==> config.mk <==
export PLATFORM = sky130hd
export DESIGN_NAME = sobel_window_fetch
export DESIGN_NICKNAME = d
export VERILOG_FILES = /design/src/rtl/sobel_pkg.sv /design/src/rtl/sobel_win_addr_gen.sv /design/src/rtl/sobel_window_fetch.sv
export SDC_FILE = /design/constraint.sdc
export NUM_CORES = 1
export LEC_CHECK = 0
export ABC_AREA = 1
export CORE_MARGIN = 2
export CORE_UTILIZATION = 44
export CTS_CLUSTER_DIAMETER = 40
export DETAILED_ROUTE_END_ITERATION = 7
export HOLD_SLACK_MARGIN = 0.1
export PLACE_DENSITY_LB_ADDON = 0.25
export SYNTH_ARGS = -nofsm -noshare
export SYNTH_HDL_FRONTEND = slang
export SYNTH_SLANG_ARGS = --single-unit
export TNS_END_PERCENT = 20
==> constraint.sdc <==
create_clock -name clk -period 5.7 [get_ports clk]
set_input_delay 1.14 -clock clk [delete_from_list [all_inputs] [get_ports clk]]
set_output_delay 1.14 -clock clk [all_outputs]
set_load 0.005 [all_outputs]
==> src/rtl/sobel_pkg.sv <==
// Shared types for the Sobel window fetch controller.
//   pixel_t       : one 8-bit grey pixel
//   window_t      : 3x3 neighbourhood, p0 (top-left) in bits [7:0], row-major
//   fetch_state_t : controller states
//   addr_phase_t  : selects source (read) or destination (write) addressing
package sobel_pkg;
  localparam int WORD_BYTES = 4;

  typedef logic [7:0] pixel_t;
  typedef pixel_t [8:0] window_t;

  typedef enum logic [2:0] {
    IDLE,
    RD_REQ,
    RD_WAIT,
    WIN_OUT,
    RES_WAIT,
    WR_REQ,
    WR_WAIT,
    DONE
  } fetch_state_t;

  typedef enum logic {
    PH_READ,
    PH_WRITE
  } addr_phase_t;
endpackage

==> src/rtl/sobel_win_addr_gen.sv <==
// Combinational byte-address generator.
//   x, y  : centre pixel of the current window
//   k     : tap index 0..8 within the 3x3 window (row-major)
//   phase : PH_READ -> source tap address, PH_WRITE -> destination centre address
//   addr  : 32-bit byte address, one pixel per 32-bit word
module sobel_win_addr_gen
  import sobel_pkg::*;
#(
  parameter int          IMG_W    = 16,
  parameter int          XW       = 4,
  parameter int          YW       = 4,
  parameter logic [31:0] SRC_BASE = 32'h0000_0000,
  parameter logic [31:0] DST_BASE = 32'h0001_0000
) (
  input  logic [XW-1:0] x,
  input  logic [YW-1:0] y,
  input  logic [3:0]    k,
  input  addr_phase_t   phase,
  output logic [31:0]   addr
);

  logic [1:0]  dx;
  logic [1:0]  dy;
  logic [31:0] row;
  logic [31:0] col;
  logic [31:0] base;

  always_comb begin
    dy = 2'(k / 4'd3);
    dx = 2'(k % 4'd3);
    if (phase == PH_READ) begin
      // Taps span centre-1 .. centre+1 in both directions.
      row  = 32'(y) + 32'(dy) - 32'd1;
      col  = 32'(x) + 32'(dx) - 32'd1;
      base = SRC_BASE;
    end else begin
      row  = 32'(y);
      col  = 32'(x);
      base = DST_BASE;
    end
    addr = base + 32'(WORD_BYTES) * (row * 32'(IMG_W) + col);
  end

endmodule

==> src/rtl/sobel_window_fetch.sv <==
// Sobel window fetch controller: reads the 3x3 neighbourhood of every
// interior pixel through the Avalon master, hands the window to the Sobel
// core, and writes the returned magnitude to the destination image.
//   clk, n_rst              : clock / async active-low reset
//   start, busy, done       : frame control
//   readen, writen, inaddr,
//   wdata, dataready,
//   readdata                : Avalon master request/response
//   win_valid, win_ready,
//   window                  : window handshake to the Sobel core
//   res_valid, res_data     : magnitude from the Sobel core
//
// state    | meaning
// IDLE     | waiting for start
// RD_REQ   | one-cycle read request for tap k
// RD_WAIT  | waiting for dataready, capture tap k
// WIN_OUT  | window offered to Sobel core
// RES_WAIT | waiting for Sobel magnitude
// WR_REQ   | one-cycle write request for the centre pixel
// WR_WAIT  | hold address/data for the master write phase
// DONE     | one-cycle done pulse
module sobel_window_fetch
  import sobel_pkg::*;
#(
  parameter int          IMG_W    = 16,
  parameter int          IMG_H    = 16,
  parameter logic [31:0] SRC_BASE = 32'h0000_0000,
  parameter logic [31:0] DST_BASE = 32'h0001_0000
) (
  input  logic        clk,
  input  logic        n_rst,
  input  logic        start,
  output logic        busy,
  output logic        done,
  output logic        readen,
  output logic        writen,
  output logic [31:0] inaddr,
  output logic [31:0] wdata,
  input  logic        dataready,
  input  logic [31:0] readdata,
  output logic        win_valid,
  input  logic        win_ready,
  output logic [71:0] window,
  input  logic        res_valid,
  input  logic [7:0]  res_data
);

  localparam int XW = $clog2(IMG_W);
  localparam int YW = $clog2(IMG_H);
  localparam logic [XW-1:0] X_LAST = XW'(IMG_W - 2);
  localparam logic [YW-1:0] Y_LAST = YW'(IMG_H - 2);

  fetch_state_t  state_q, state_d;
  logic [XW-1:0] x_q, x_d;
  logic [YW-1:0] y_q, y_d;
  logic [3:0]    k_q, k_d;
  logic [1:0]    wcnt_q, wcnt_d;
  logic          busy_q, busy_d;
  logic          done_q, done_d;
  logic          readen_q, readen_d;
  logic          writen_q, writen_d;
  logic [31:0]   inaddr_q, inaddr_d;
  logic [31:0]   wdata_q, wdata_d;
  logic          win_valid_q, win_valid_d;
  window_t       window_q, window_d;
  logic [31:0]   addr;
  addr_phase_t   phase;
  logic          unused_rd_hi;

  // Only the low byte of each SRAM word carries a pixel.
  assign unused_rd_hi = ^readdata[31:8];

  always_comb begin
    state_d  = state_q;
    x_d      = x_q;
    y_d      = y_q;
    k_d      = k_q;
    wcnt_d   = wcnt_q;
    busy_d   = busy_q;
    wdata_d  = wdata_q;
    window_d = window_q;

    case (state_q)
      IDLE: begin
        if (start) begin
          state_d = RD_REQ;
          busy_d  = 1'b1;
          x_d     = XW'(1);
          y_d     = YW'(1);
          k_d     = 4'd0;
        end
      end
      RD_REQ:  state_d = RD_WAIT;
      RD_WAIT: begin
        if (dataready) begin
          window_d[k_q] = readdata[7:0];
          if (k_q < 4'd8) begin
            k_d     = k_q + 4'd1;
            state_d = RD_REQ;
          end else begin
            state_d = WIN_OUT;
          end
        end
      end
      WIN_OUT: begin
        if (win_valid_q && win_ready) state_d = RES_WAIT;
      end
      RES_WAIT: begin
        if (res_valid) begin
          wdata_d = {24'h0, res_data};
          state_d = WR_REQ;
        end
      end
      WR_REQ: begin
        state_d = WR_WAIT;
        wcnt_d  = 2'd2;
      end
      WR_WAIT: begin
        wcnt_d = wcnt_q - 2'd1;
        if (wcnt_q == 2'd1) begin
          if (x_q < X_LAST) begin
            x_d = x_q + 1'b1;
          end else begin
            x_d = XW'(1);
            y_d = y_q + 1'b1;
          end
          if (x_q == X_LAST && y_q == Y_LAST) begin
            state_d = DONE;
          end else begin
            k_d     = 4'd0;
            state_d = RD_REQ;
          end
        end
      end
      DONE:    state_d = IDLE;
      default: state_d = IDLE;
    endcase

    // Outputs are registered, so they are decoded from the state being entered.
    readen_d    = (state_d == RD_REQ);
    writen_d    = (state_d == WR_REQ);
    win_valid_d = (state_d == WIN_OUT);
    done_d      = (state_d == DONE);
    if (state_d == DONE) busy_d = 1'b0;
  end

  // Address is generated from the next-cycle coordinates so it lines up with
  // the registered request strobe.
  assign phase = (state_d == WR_REQ) ? PH_WRITE : PH_READ;

  sobel_win_addr_gen #(
    .IMG_W   (IMG_W),
    .XW      (XW),
    .YW      (YW),
    .SRC_BASE(SRC_BASE),
    .DST_BASE(DST_BASE)
  ) u_addr_gen (
    .x    (x_d),
    .y    (y_d),
    .k    (k_d),
    .phase(phase),
    .addr (addr)
  );

  always_comb begin
    inaddr_d = inaddr_q;
    if (state_d == RD_REQ || state_d == WR_REQ) inaddr_d = addr;
  end

  always_ff @(posedge clk or negedge n_rst) begin
    if (!n_rst) begin
      state_q     <= IDLE;
      x_q         <= XW'(1);
      y_q         <= YW'(1);
      k_q         <= 4'd0;
      wcnt_q      <= 2'd0;
      busy_q      <= 1'b0;
      done_q      <= 1'b0;
      readen_q    <= 1'b0;
      writen_q    <= 1'b0;
      inaddr_q    <= 32'h0;
      wdata_q     <= 32'h0;
      win_valid_q <= 1'b0;
      window_q    <= '0;
    end else begin
      state_q     <= state_d;
      x_q         <= x_d;
      y_q         <= y_d;
      k_q         <= k_d;
      wcnt_q      <= wcnt_d;
      busy_q      <= busy_d;
      done_q      <= done_d;
      readen_q    <= readen_d;
      writen_q    <= writen_d;
      inaddr_q    <= inaddr_d;
      wdata_q     <= wdata_d;
      win_valid_q <= win_valid_d;
      window_q    <= window_d;
    end
  end

  assign busy      = busy_q;
  assign done      = done_q;
  assign readen    = readen_q;
  assign writen    = writen_q;
  assign inaddr    = inaddr_q;
  assign wdata     = wdata_q;
  assign win_valid = win_valid_q;
  assign window    = window_q;

endmodule

# ---- After elaboration in Yosys (flattened, before gate mapping)
# Cells that the tools add are included.
dict set report totals {
  ff_bits 134
  inputBits 46
  out_inout_bits 141
  elab_cells 95
}
dict set report classes {
  n_addsub 10
  div 2
  order_cmp 4
  n_eq_ne 14
  mux 33
  n_reduce_logical 11
}
# op count
set op_table {}
lappend op_table {{$bwmux 72} 1}
lappend op_table {{$mux 4} 11}
lappend op_table {{$add 17x32->32} 1}
lappend op_table {{$demux 8 s4} 1}
lappend op_table {{$add 30x30->30} 1}
lappend op_table {{$mux 30} 1}
lappend op_table {{$mux 26} 1}
lappend op_table {{$pmux 3 s8} 1}
lappend op_table {{$eq 3x3->1 const B} 6}
lappend op_table {{$mux 3} 6}
lappend op_table {{$mux 17} 1}
lappend op_table {{$pmux 4 s2} 2}
lappend op_table {{$add 4x1->4 const B} 3}
lappend op_table {{$pmux 4 s3} 1}
lappend op_table {{$sub 5x1->6 const B} 2}
lappend op_table {{$add 4x2->5} 2}
lappend op_table {{$eq 3x2->1 const B} 3}
lappend op_table {{$eq 4x4->1 const B} 2}
lappend op_table {{$lt 4x4->1 const B} 2}
lappend op_table {{$mux 8} 1}
lappend op_table {{$eq 3x1->1 const B} 2}
lappend op_table {{$reduce_and 2->1} 3}
lappend op_table {{$reduce_bool 2->1} 3}
lappend op_table {{$lt 4x5->1 const B} 1}
lappend op_table {{other kinds (11)} 16}

# ---- Depth between registers and ports, before layout
# Gate-level depths: netlist of the first run.
dict set report logic_depth {
  word_depth 11
  depth_mapped 45
  ltp_nobuf 45
}

# ---- Modules after synthesis
# From an unflattened synthesis of the first run, not the netlist that was laid out.
dict set report hier_totals {
  hier_cells 799
  hier_area_um2 7221.9
}
# mod n_inst cells_per_inst area_each_um2 seq_area_each_um2
set modules_own_cells {}
lappend modules_own_cells {sobel_window_fetch 1 591 5886.9 3355.7}
lappend modules_own_cells {sobel_win_addr_gen 1 208 1335.0 0.0}

# ---- Worst setup path after synthesis of the first run
# OpenSTA, ideal clock, no wires.
dict set report synth_path {
  path_type {input to register}
  startpoint {input dataready}
  endpoint {register inaddr_q[22], in the netlist inaddr[22]}
  setup_time_ns 0.117
  arrival_ns 6.611
  required_time_ns 5.583
  setup_slack_ns -1.029
  cell_stages 40
  path_buffers 2
  cell_sequence {inv_1 nor2_2 buf_6 nand3_2 nand2_1 nand2_2 nor2_4 ha_1 inv_1 ha_1 nand2_2 nand2_1 nand2_1 inv_1 ha_1 inv_1 nand3_2 nand2_1 [4 not listed] inv_1 fa_1 nor2_1 nor3_1 ha_1 clkbuf_1 nand2_1 nand2_1 a31oi_1 nand2_1 o21ai_0 ha_1 ha_1 inv_1 nor3_1 nand3_1 nand3_1 nand2_1}
}
dict set report synth_via {
  elab_chain_len 8
  elab_cells_between_ends 19
  cone_classes {6 x add/sub; 2 x div; 2 x eq/ne; 8 x mux; 1 x reduce/logical}
}
# item line_no
set synth_rtl {}
lappend synth_rtl {{start, declared} sobel_window_fetch.sv:39} ;# input logic dataready,
lappend synth_rtl {{$mux 4} sobel_window_fetch.sv:95} ;# if (dataready) begin
lappend synth_rtl {{$pmux 4 s3} sobel_window_fetch.sv:83} ;# case (state_q)
lappend synth_rtl {{$mod 4x2->4 / $div 4x2->4 (equally long branches)} {sobel_win_addr_gen.sv:30, sobel_win_addr_gen.sv:29}}
lappend synth_rtl {{$add 4x2->5 (on tied branches)} {sobel_win_addr_gen.sv:34, sobel_win_addr_gen.sv:33}}
lappend synth_rtl {{$sub 5x1->6 (on tied branches)} {sobel_win_addr_gen.sv:34, sobel_win_addr_gen.sv:33}}
lappend synth_rtl {{$mux 30 / $mux 26 (equally long branches)} sobel_win_addr_gen.sv:31} ;# if (phase == PH_READ) begin
lappend synth_rtl {{$add 30x30->30} sobel_win_addr_gen.sv:41} ;# addr = base + 32'(WORD_BYTES) * (row * 32'(IMG_W) + col);
lappend synth_rtl {{$add 17x32->32} sobel_win_addr_gen.sv:41}
lappend synth_rtl {{end signal, assigned} sobel_window_fetch.sv:195} ;# inaddr_q <= inaddr_d;
lappend synth_rtl {{end, declared} sobel_window_fetch.sv:62} ;# logic [31:0] inaddr_q, inaddr_d;
# Parallel ways exist; a longest one is shown, timed or not.
# A chain may end at the register's enable or synchronous reset.

# ---- Final worst setup path of the first run
dict set report layout_path {
  startpoint {input dataready}
  endpoint {register inaddr_q[22], in the netlist inaddr[22]}
}
dict set report layout_via {
  elab_chain_len 8
  elab_cells_between_ends 19
  cone_classes {6 x add/sub; 2 x div; 2 x eq/ne; 8 x mux; 1 x reduce/logical}
}
# item line_no
set layout_rtl {}
lappend layout_rtl {{$mux 4 (*)} sobel_window_fetch.sv:95}
lappend layout_rtl {{$pmux 4 s3 (*)} sobel_window_fetch.sv:83}
lappend layout_rtl {{via k_d[1]} sobel_window_fetch.sv:56} ;# logic [3:0] k_q, k_d;
lappend layout_rtl {{$mod 4x2->4 / $div 4x2->4 (equally long branches)} {sobel_win_addr_gen.sv:30, sobel_win_addr_gen.sv:29}}
lappend layout_rtl {{$add 4x2->5 (on tied branches)} {sobel_win_addr_gen.sv:34, sobel_win_addr_gen.sv:33}}
lappend layout_rtl {{$sub 5x1->6 (on tied branches)} {sobel_win_addr_gen.sv:34, sobel_win_addr_gen.sv:33}}
lappend layout_rtl {{$mux 30 / $mux 26 (equally long branches)} sobel_win_addr_gen.sv:31}
lappend layout_rtl {{$add 30x30->30 (*)} sobel_win_addr_gen.sv:41}
lappend layout_rtl {{$add 17x32->32 (*)} sobel_win_addr_gen.sv:41}
# Mark *: on every way through the listed nets, which the timed path passes. The rest lies on a longest branch.

==> out/summary.md, run 1 <==
• **outcome** finished, final reports clean
• **RePlAce Congestion** 0.839
• **Yosys top cell area share** 0.492
• **Warnings, synthesis** 0
• **DP Wirelength** 11.4 mm
• **fraction of synthesis flops using an asynchronous set or reset pin** 1.00
• **crit share post-route** 0.962
• **GR Overflow Total** 0
• **post-placement worst setup slack** -0.972 ns
• **number of top-level design ports** 187
• **DIE WIDTH** 127 µm
• **Hold Buf Count CTS** 0
• **largest net degree at the start of global routing** 81
• **max-cap check violation count** 0
• **TritonCTS Buffers** 17
• **total leakage power** 4.56 nW
• **clk_lat worst skew** 0.42 ns
• **clock skew** 0.0126 ns
• **die area** 0.0160 mm²
• **most frequent cells in the layout** 205 x sky130_fd_sc_hd__nand2_1, 133 x sky130_fd_sc_hd__clkdlybuf4s50_1, 130 x sky130_fd_sc_hd__dfrtp_1
• **placeable core region** 0.0146 mm²
• **Final Hold Violating Endpoints** 0
• **net count of the finished layout** 1,050
• **buffers plus inverters on the worst setup path** 14
• **vias in the first global route** 5,452
• **CTS clk-pin slew, worst paths** 0.06 ns
• **number of distinct standard cells referenced by the synthesized netlist** 40
• **slew at the pin closest to its max-slew limit** 0.739 ns
• **most frequent standard cell in the layout excluding fill and tap cells** sky130_fd_sc_hd__nand2_1
• **clock tree from TritonCTS** done
• **Max rail drop VDD** 0.228 mV
• **signal arrival time at the worst endpoint** 5.79 ns
• **count of vias placed by the detailed router** 5,664
• **via/cell ratio** 4.89
• **standard-cell row count** 44
• **Detailed Route Iter0 Violations** 271
• **mean instance size in the synthesized netlist** 8.75 µm²
• **setup repair after global routing missed its margin** true
• **EDFF count, synth** 0
• **initial antenna violation count** 0
• **fraction of layout cells with a size suffix above 1** 0.214
• **global-route wire length before repair** 27.3 mm
• **Crit Path Max Fanout** 5
• **Gate Count Post-Synth** 756
• **ranking of synthesized cells by area** sky130_fd_sc_hd__dfrtp_1 49%, sky130_fd_sc_hd__nand2_1 12%, sky130_fd_sc_hd__ha_1 6.4%
• **highest clock rate** 182 MHz
• **kind of end point of the critical path** flip-flop
• **final wirelength** 16.6 mm
• **post-placement cell count** 1,114
• **kind of cell adding the most delay to the critical path** adder cells
• **largest area contributor in the synthesized netlist** sky130_fd_sc_hd__dfrtp_1
• **post-route worst setup slack** 0.215 ns
• **Synth Flop Type** sky130_fd_sc_hd__dfrtp_1
• **global-route usage over all layers** 0.214
• **Total Power Consumption** 0.00415 W
• **starting density of the core** 0.453
• **critical path class** input port to flip-flop
• **# port buffers** 136
• **Final setup viols** 0
• **detailed-router iteration count before antenna repair** 5
• **Wirelength per Cell** 14.3 µm
• **Slew headroom** 0.507
• **worst min-delay path category** flip-flop to flip-flop
• **post-synthesis sequential area ratio** 0.500
• **number of register bits inferred by synthesis** 132
• **layout-stage area growth over the synthesis result** 44.5%
• **fin area** 0.00956 mm²
• **residual antenna-violating net count after detailed routing** 0
• **total standard cell area after synthesis** 0.00662 mm²
• **Non-Filler Instances** 1,159
• **die span in y** 127 µm
• **final critical path time including I/O delays and setup** 5.48 ns
• **post-place instance area** 0.00864 mm²
• **CP max-delay cell** sky130_fd_sc_hd__fa_2
• **Antenna Diode Count** 0
• **DRC Markers** 0
• **fill cell total of the finished layout** 1,195
• **largest incremental delay on the critical path** 0.39 ns
• **sinks on the clock net** 132
• **Setup crit start kind** input port
• **Clock Path Buffers** 2
• **data required time of the worst path** 6.01 ns
• **areal power density over the cells** 434 mW/mm²
• **Max Slew Vio Count** 0
• **cell at the root of the clock tree** sky130_fd_sc_hd__clkbuf_16
• **most prevalent standard cell on the critical path** sky130_fd_sc_hd__ha_4
• **H-tree level count** 4
-- worst paths after layout --
check                                              end                   from  slack, ns  cells past startpoint
worst max-delay path            inaddr[22]$_DFFE_PN0P_              dataready       0.22                     40
worst min-delay path             inaddr[7]$_DFFE_PN0P_  inaddr[7]$_DFFE_PN0P_       0.48                      2
worst max register to register  inaddr[22]$_DFFE_PN0P_       x_q[0]$_DFF_PN1_       0.26                     41
worst min register to register   inaddr[7]$_DFFE_PN0P_  inaddr[7]$_DFFE_PN0P_       0.48                      2
max in group asynchronous       window[34]$_DFFE_PN0P_                  n_rst       3.77                      2
min in group asynchronous         state_q[2]$_DFF_PN0_                  n_rst       0.77                      1
-- flip-flops by register name, summed over array words and instances (netlist names) --
| register | flops |
|---|---|
| busy | 1 |
| done | 1 |
| inaddr | 30 |
| k_q | 4 |
| readen | 1 |
| state_q | 3 |
| wcnt_q | 2 |
| wdata | 8 |
| win_valid | 1 |
| window | 72 |
| writen | 1 |
| x_q | 4 |
| y_q | 4 |
-- worst register-to-register path: cells and delay by family, from the launching register on --
family	cells	cell delay, ns
flip-flops	1	0.55
AND/OR/NAND/NOR	18	1.36
adder cells (fa/ha/maj)	9	2.05
buffers and inverters	11	0.99
AO/OA/AOI/OAI	3	0.37
-- report_power, final --
group / internal, W / switching (W)
sequential: 0.00118 / 0.000140
clock: 0.000597 / 0.000436
combinational: 0.000893 / 0.000911
total: 0.00267 / 0.00149
-- cells in the mapped netlist (5+ instances only) --
cell type / instances
sky130_fd_sc_hd__nand2_1: 217
sky130_fd_sc_hd__dfrtp_1: 130
sky130_fd_sc_hd__o21ai_0: 85
sky130_fd_sc_hd__inv_1: 74
sky130_fd_sc_hd__ha_1: 34
sky130_fd_sc_hd__nor2_1: 32
sky130_fd_sc_hd__buf_4: 30
sky130_fd_sc_hd__nand3_1: 30
sky130_fd_sc_hd__a21oi_1: 14
sky130_fd_sc_hd__clkbuf_1: 14
sky130_fd_sc_hd__nand4_1: 13
sky130_fd_sc_hd__o21ai_1: 11
sky130_fd_sc_hd__nor3_1: 9
sky130_fd_sc_hd__fa_1: 8
sky130_fd_sc_hd__inv_2: 8
sky130_fd_sc_hd__nand2_2: 5
sky130_fd_sc_hd__xnor2_1: 5
-- timing repair --
action / in CTS / in global routing
hold endpoints to repair: 0 / 0
resized for setup: 32 / 43
buffers inserted: 6 / 7
pin swaps: 32 / 40
endpoints found under the setup margin: 21 / 15
-- cell type report --
type / count / area [µm²] / area share
clock buffers: 20 / 467 / 0.0488
clock inverters: 12 / 97.6 / 0.0102
flip-flops and latches: 132 / 3310 / 0.346
well taps: 184 / 230 / 0.0241
inverters: 83 / 342 / 0.0357
multi-input cells: 519 / 3200 / 0.335
repair buffers: 209 / 1910 / 0.200
-- logic make-up (layout without fill, tap and decap cells) --
logic type | after synthesis | in the layout | share of synthesized area
and+or+nand+nor | 318 | 318 | 0.205
AOI/OAI and AO/OA | 126 | 126 | 0.103
buffers and inverters | 130 | 324 | 0.0932
adders and majority gates | 42 | 42 | 0.0885
other | 1 | 26 | 0.000567
DFF | 132 | 132 | 0.500
xor gates and xnor gates | 7 | 7 | 0.00927
-- metal layers --
metal  wire (µm)  vias to the layer above  global-route usage
met1        7440                     2689               0.282
li1            -                     2812                   -
met3         914                       21              0.0527
met5           0                        -                   0
met2        7920                      142               0.345
met4         283                        0              0.0743
-- metrics by stage --
stage	hold slack, ns	utilization	TNS, ns
5_1_grt	0.501	0.655	-0.527
6_report	0.480	0.655	0
4_1_cts	0.480	0.642	0
3_5_place_dp	0.464	0.592	-16.30
3_3_place_gp	0.456	0.592	-14.49
2_1_floorplan	0.465	-	-0.577
(Power assumes the default switching activity.)
==> inputs of run 2 (changes only) <==
--- a/config.mk
+++ b/config.mk
@@ -11,7 +11,7 @@
 export CTS_CLUSTER_DIAMETER = 40
 export DETAILED_ROUTE_END_ITERATION = 7
 export HOLD_SLACK_MARGIN = 0.1
-export PLACE_DENSITY_LB_ADDON = 0.25
+export PLACE_DENSITY = 0.81
 export SYNTH_ARGS = -nofsm -noshare
 export SYNTH_HDL_FRONTEND = slang
 export SYNTH_SLANG_ARGS = --single-unit
==> out/summary.md, run 2 (synthesis gave the netlist of run 1 again) <==
• **max-cap check violation count** 0, unchanged
• **largest net degree at the start of global routing** 72, -11%
• **sinks on the clock net** 132, unchanged
• **Max Slew Vio Count** 0, unchanged
• **R2R setup slack** 0.11 ns, -0.15 ns
• **flip-flop count of the largest register, all copies and words added** 72, unchanged
• **Critical R2R Launch** x_q[0]$_DFF_PN1_
• **Final setup viols** 0, unchanged
• **cell-internal power** 0.00275 W, +3.3%
• **final critical path time including I/O delays and setup** 5.61 ns, +0.121 ns
• **Total Neg Setup Slack** 0 ns, unchanged
• **hold slack final** 0.471 ns, -0.00938 ns
• **part of the total power dissipated in combinational logic** 0.435, about the same
• **areal power density over the cells** 434 mW/mm², about the same
• **via/cell ratio** 5.09, +4.1%
• **RePlAce Congestion** 0.857, +2.0%
• **Detailed Route Iter0 Violations** 401, +48%
• **worst min-delay path category** flip-flop to flip-flop
• **clock skew** 0.0102 ns, -0.00245 ns
• **initial antenna violation count** 0, unchanged
• **Worst Reg-to-Reg Cells** 41, unchanged
• **Hold Buf Count CTS** 0, unchanged
• **Setup crit start kind** input port
• **Crit Path Max Fanout** 6, +1
• **switching part of the total power** 0.363, +0.00507
• **most frequent standard cell in the layout excluding fill and tap cells** sky130_fd_sc_hd__nand2_1
• **start point of the worst hold path** inaddr[31]$_DFFE_PN0P_
• **worst hold stages** 2, unchanged
• **highest clock rate** 178 MHz, -2.2%
• **buffers plus inverters on the worst setup path** 10, -4
• **Wirelength per Cell** 15.8 µm, +10%
• **residual antenna-violating net count after detailed routing** 0, unchanged
• **DRC Markers** 0, unchanged
• **slew at the pin closest to its max-slew limit** 0.862 ns, +0.122 ns
• **fill cell total of the finished layout** 1,045, -13%
• **standard-cell row count** 44, unchanged
• **largest incremental delay on the critical path** 0.38 ns, about the same
• **# port buffers** 136, unchanged
• **kind of end point of the critical path** flip-flop
• **post-place instance area** 0.00867 mm², +0.30%
• **clk_lat worst skew** 0.43 ns, about the same
• **vias in the first global route** 6,102, +12%
• **fin area** 0.00996 mm², +4.2%
• **setup repair after global routing missed its margin** true
• **total leakage power** 4.74 nW, +4.0%
• **TritonCTS Buffers** 17, unchanged
• **starting density of the core** 0.453, unchanged
• **signal arrival time at the worst endpoint** 5.97 ns, +0.18 ns
• **layout-stage area growth over the synthesis result** 50.6%
• **critical path class** input port to flip-flop
• **die span in y** 127 µm, unchanged
• **switching power** 0.00157 W, +5.6%
• **Max rail drop VDD** 0.294 mV, +29%
• **logic depth of the worst path, buffers included** 40, unchanged
• **global-route usage over all layers** 0.231, +0.0172
• **Antenna Diode Count** 0, unchanged
• **number of top-level design ports** 187, unchanged
• **Clock Path Buffers** 2, unchanged
• **final wirelength** 18.9 mm, +14%
• **DP Wirelength** 11.8 mm, +3.7%
• **CP max-delay cell** sky130_fd_sc_hd__fa_2
• **H-tree level count** 4, unchanged
• **data required time of the worst path** 6.06 ns, +0.05 ns
• **relative contribution of the clock network to total power** 0.257, +0.008
• **kind of cell adding the most delay to the critical path** simple AND/OR/NAND/NOR gates
• **global-route wire length before repair** 29.6 mm, +8.7%
• **GR Overflow Total** 0, unchanged
• **Slew headroom** 0.425, -0.0816
• **cell at the root of the clock tree** sky130_fd_sc_hd__clkbuf_16
• **DIE WIDTH** 127 µm, unchanged
• **die area** 0.0160 mm², unchanged
• **Final Hold Violating Endpoints** 0, unchanged
• **most frequent cells in the layout** 196 x sky130_fd_sc_hd__nand2_1, 133 x sky130_fd_sc_hd__clkdlybuf4s50_1, 130 x sky130_fd_sc_hd__dfrtp_1
• **fraction of layout cells with a size suffix above 1** 0.265, +0.0507
• **core utilization of the finished layout** 0.683, +0.0275
• **clock tree from TritonCTS** done
• **placeable core region** 0.0146 mm², unchanged
• **Worst Hold Endpoint** inaddr[31]$_DFFE_PN0P_
• **CTS clk-pin slew, worst paths** 0.06 ns, about the same
• **endpoint of the lowest-slack register-to-register path** inaddr[31]$_DFFE_PN0P_
• **count of vias placed by the detailed router** 6,100, +7.7%
• **sequential cell fraction of total power** 0.308, -0.009
• **crit share post-route** 0.983, +0.0212
• **net count of the finished layout** 1,090, +3.8%
• **outcome** finished, final reports clean
• **detailed-router iteration count before antenna repair** 7, +2
run 2: cell types whose count changed in the layout (fill, tap and decap cells not counted), moves of 5 or more:
| cell | change |
|---|---|
| sky130_fd_sc_hd__o21ai_1 | +6 |
| sky130_fd_sc_hd__nand2_2 | +8 |
| sky130_fd_sc_hd__inv_1 | -5 |
| sky130_fd_sc_hd__nand2_1 | -9 |
| sky130_fd_sc_hd__buf_4 | +39 |
| sky130_fd_sc_hd__o21ai_0 | -7 |
run 2: area by class of cell:
| class | count | area [µm²] | area share |
|---|---|---|---|
| clock buffers | 18 | 429 | 0.0431 |
| clock inverters | 14 | 164 | 0.0165 |
| inverters | 83 | 348 | 0.0349 |
| multi-input cells | 520 | 3280 | 0.329 |
| well taps | 184 | 230 | 0.0231 |
| flip-flops and latches | 132 | 3310 | 0.332 |
| repair buffers | 248 | 2210 | 0.222 |
run 2: stage by stage:
stage / worst slack, ns / std cells / power [W]
after detailed placement: -0.905 / 1118 / 0.00301
after global routing: -0.118 / 1199 / 0.00460
final: 0.0946 / 1199 / 0.00432
after CTS: -0.0394 / 1187 / 0.00419
after floorplan: -0.121 / 781 / 0.00222
after global placement: -0.793 / 1118 / 0.00295
run 2: layer usage:
metal	vias up	wire, µm	share of wire	GRT usage
li1	2888	-	-	-
met1	2918	7420	0.39	0.270
met2	241	9670	0.51	0.403
met3	53	1180	0.063	0.0612
met4	0	617	0.033	0.0944
met5	-	0	0	0
run 2: worst max-delay path by stage:
stage / startpoint / endpoint / slack [ns]
after global placement: start / inaddr[23]$_DFFE_PN0P_ / -0.79
after detailed placement: start / inaddr[26]$_DFFE_PN0P_ / -0.91
after floorplan: dataready / inaddr[22]$_DFFE_PN0P_ / -0.12
after CTS: dataready / inaddr[20]$_DFFE_PN0P_ / -0.04
final: start / inaddr[31]$_DFFE_PN0P_ / 0.09
after global routing: start / inaddr[31]$_DFFE_PN0P_ / -0.12
run 2: worst min-delay path: stages (launching register included):
cell,delay [ns]
sky130_fd_sc_hd__dfrtp_1,0.34
sky130_fd_sc_hd__nand2_1,0.05
sky130_fd_sc_hd__nand2_1,0.05
run 2: repair_timing:
item / CTS / global route
pin swaps: 23 / 53
setup endpoints to repair: 21 / 27
setup buffers: 37 / 14
gates resized for setup: 31 / 79
gates cloned: 0 / 1
run 2: power by group through the flow:
stage          Clock, W  Sequential, W  Combinational [W]
5_1_grt         0.00117        0.00136            0.00207
2_1_floorplan         0        0.00133           0.000892
4_1_cts         0.00112        0.00133            0.00174
3_3_place_gp          0        0.00133            0.00162
6_report        0.00111        0.00133            0.00188
3_5_place_dp          0        0.00133            0.00167
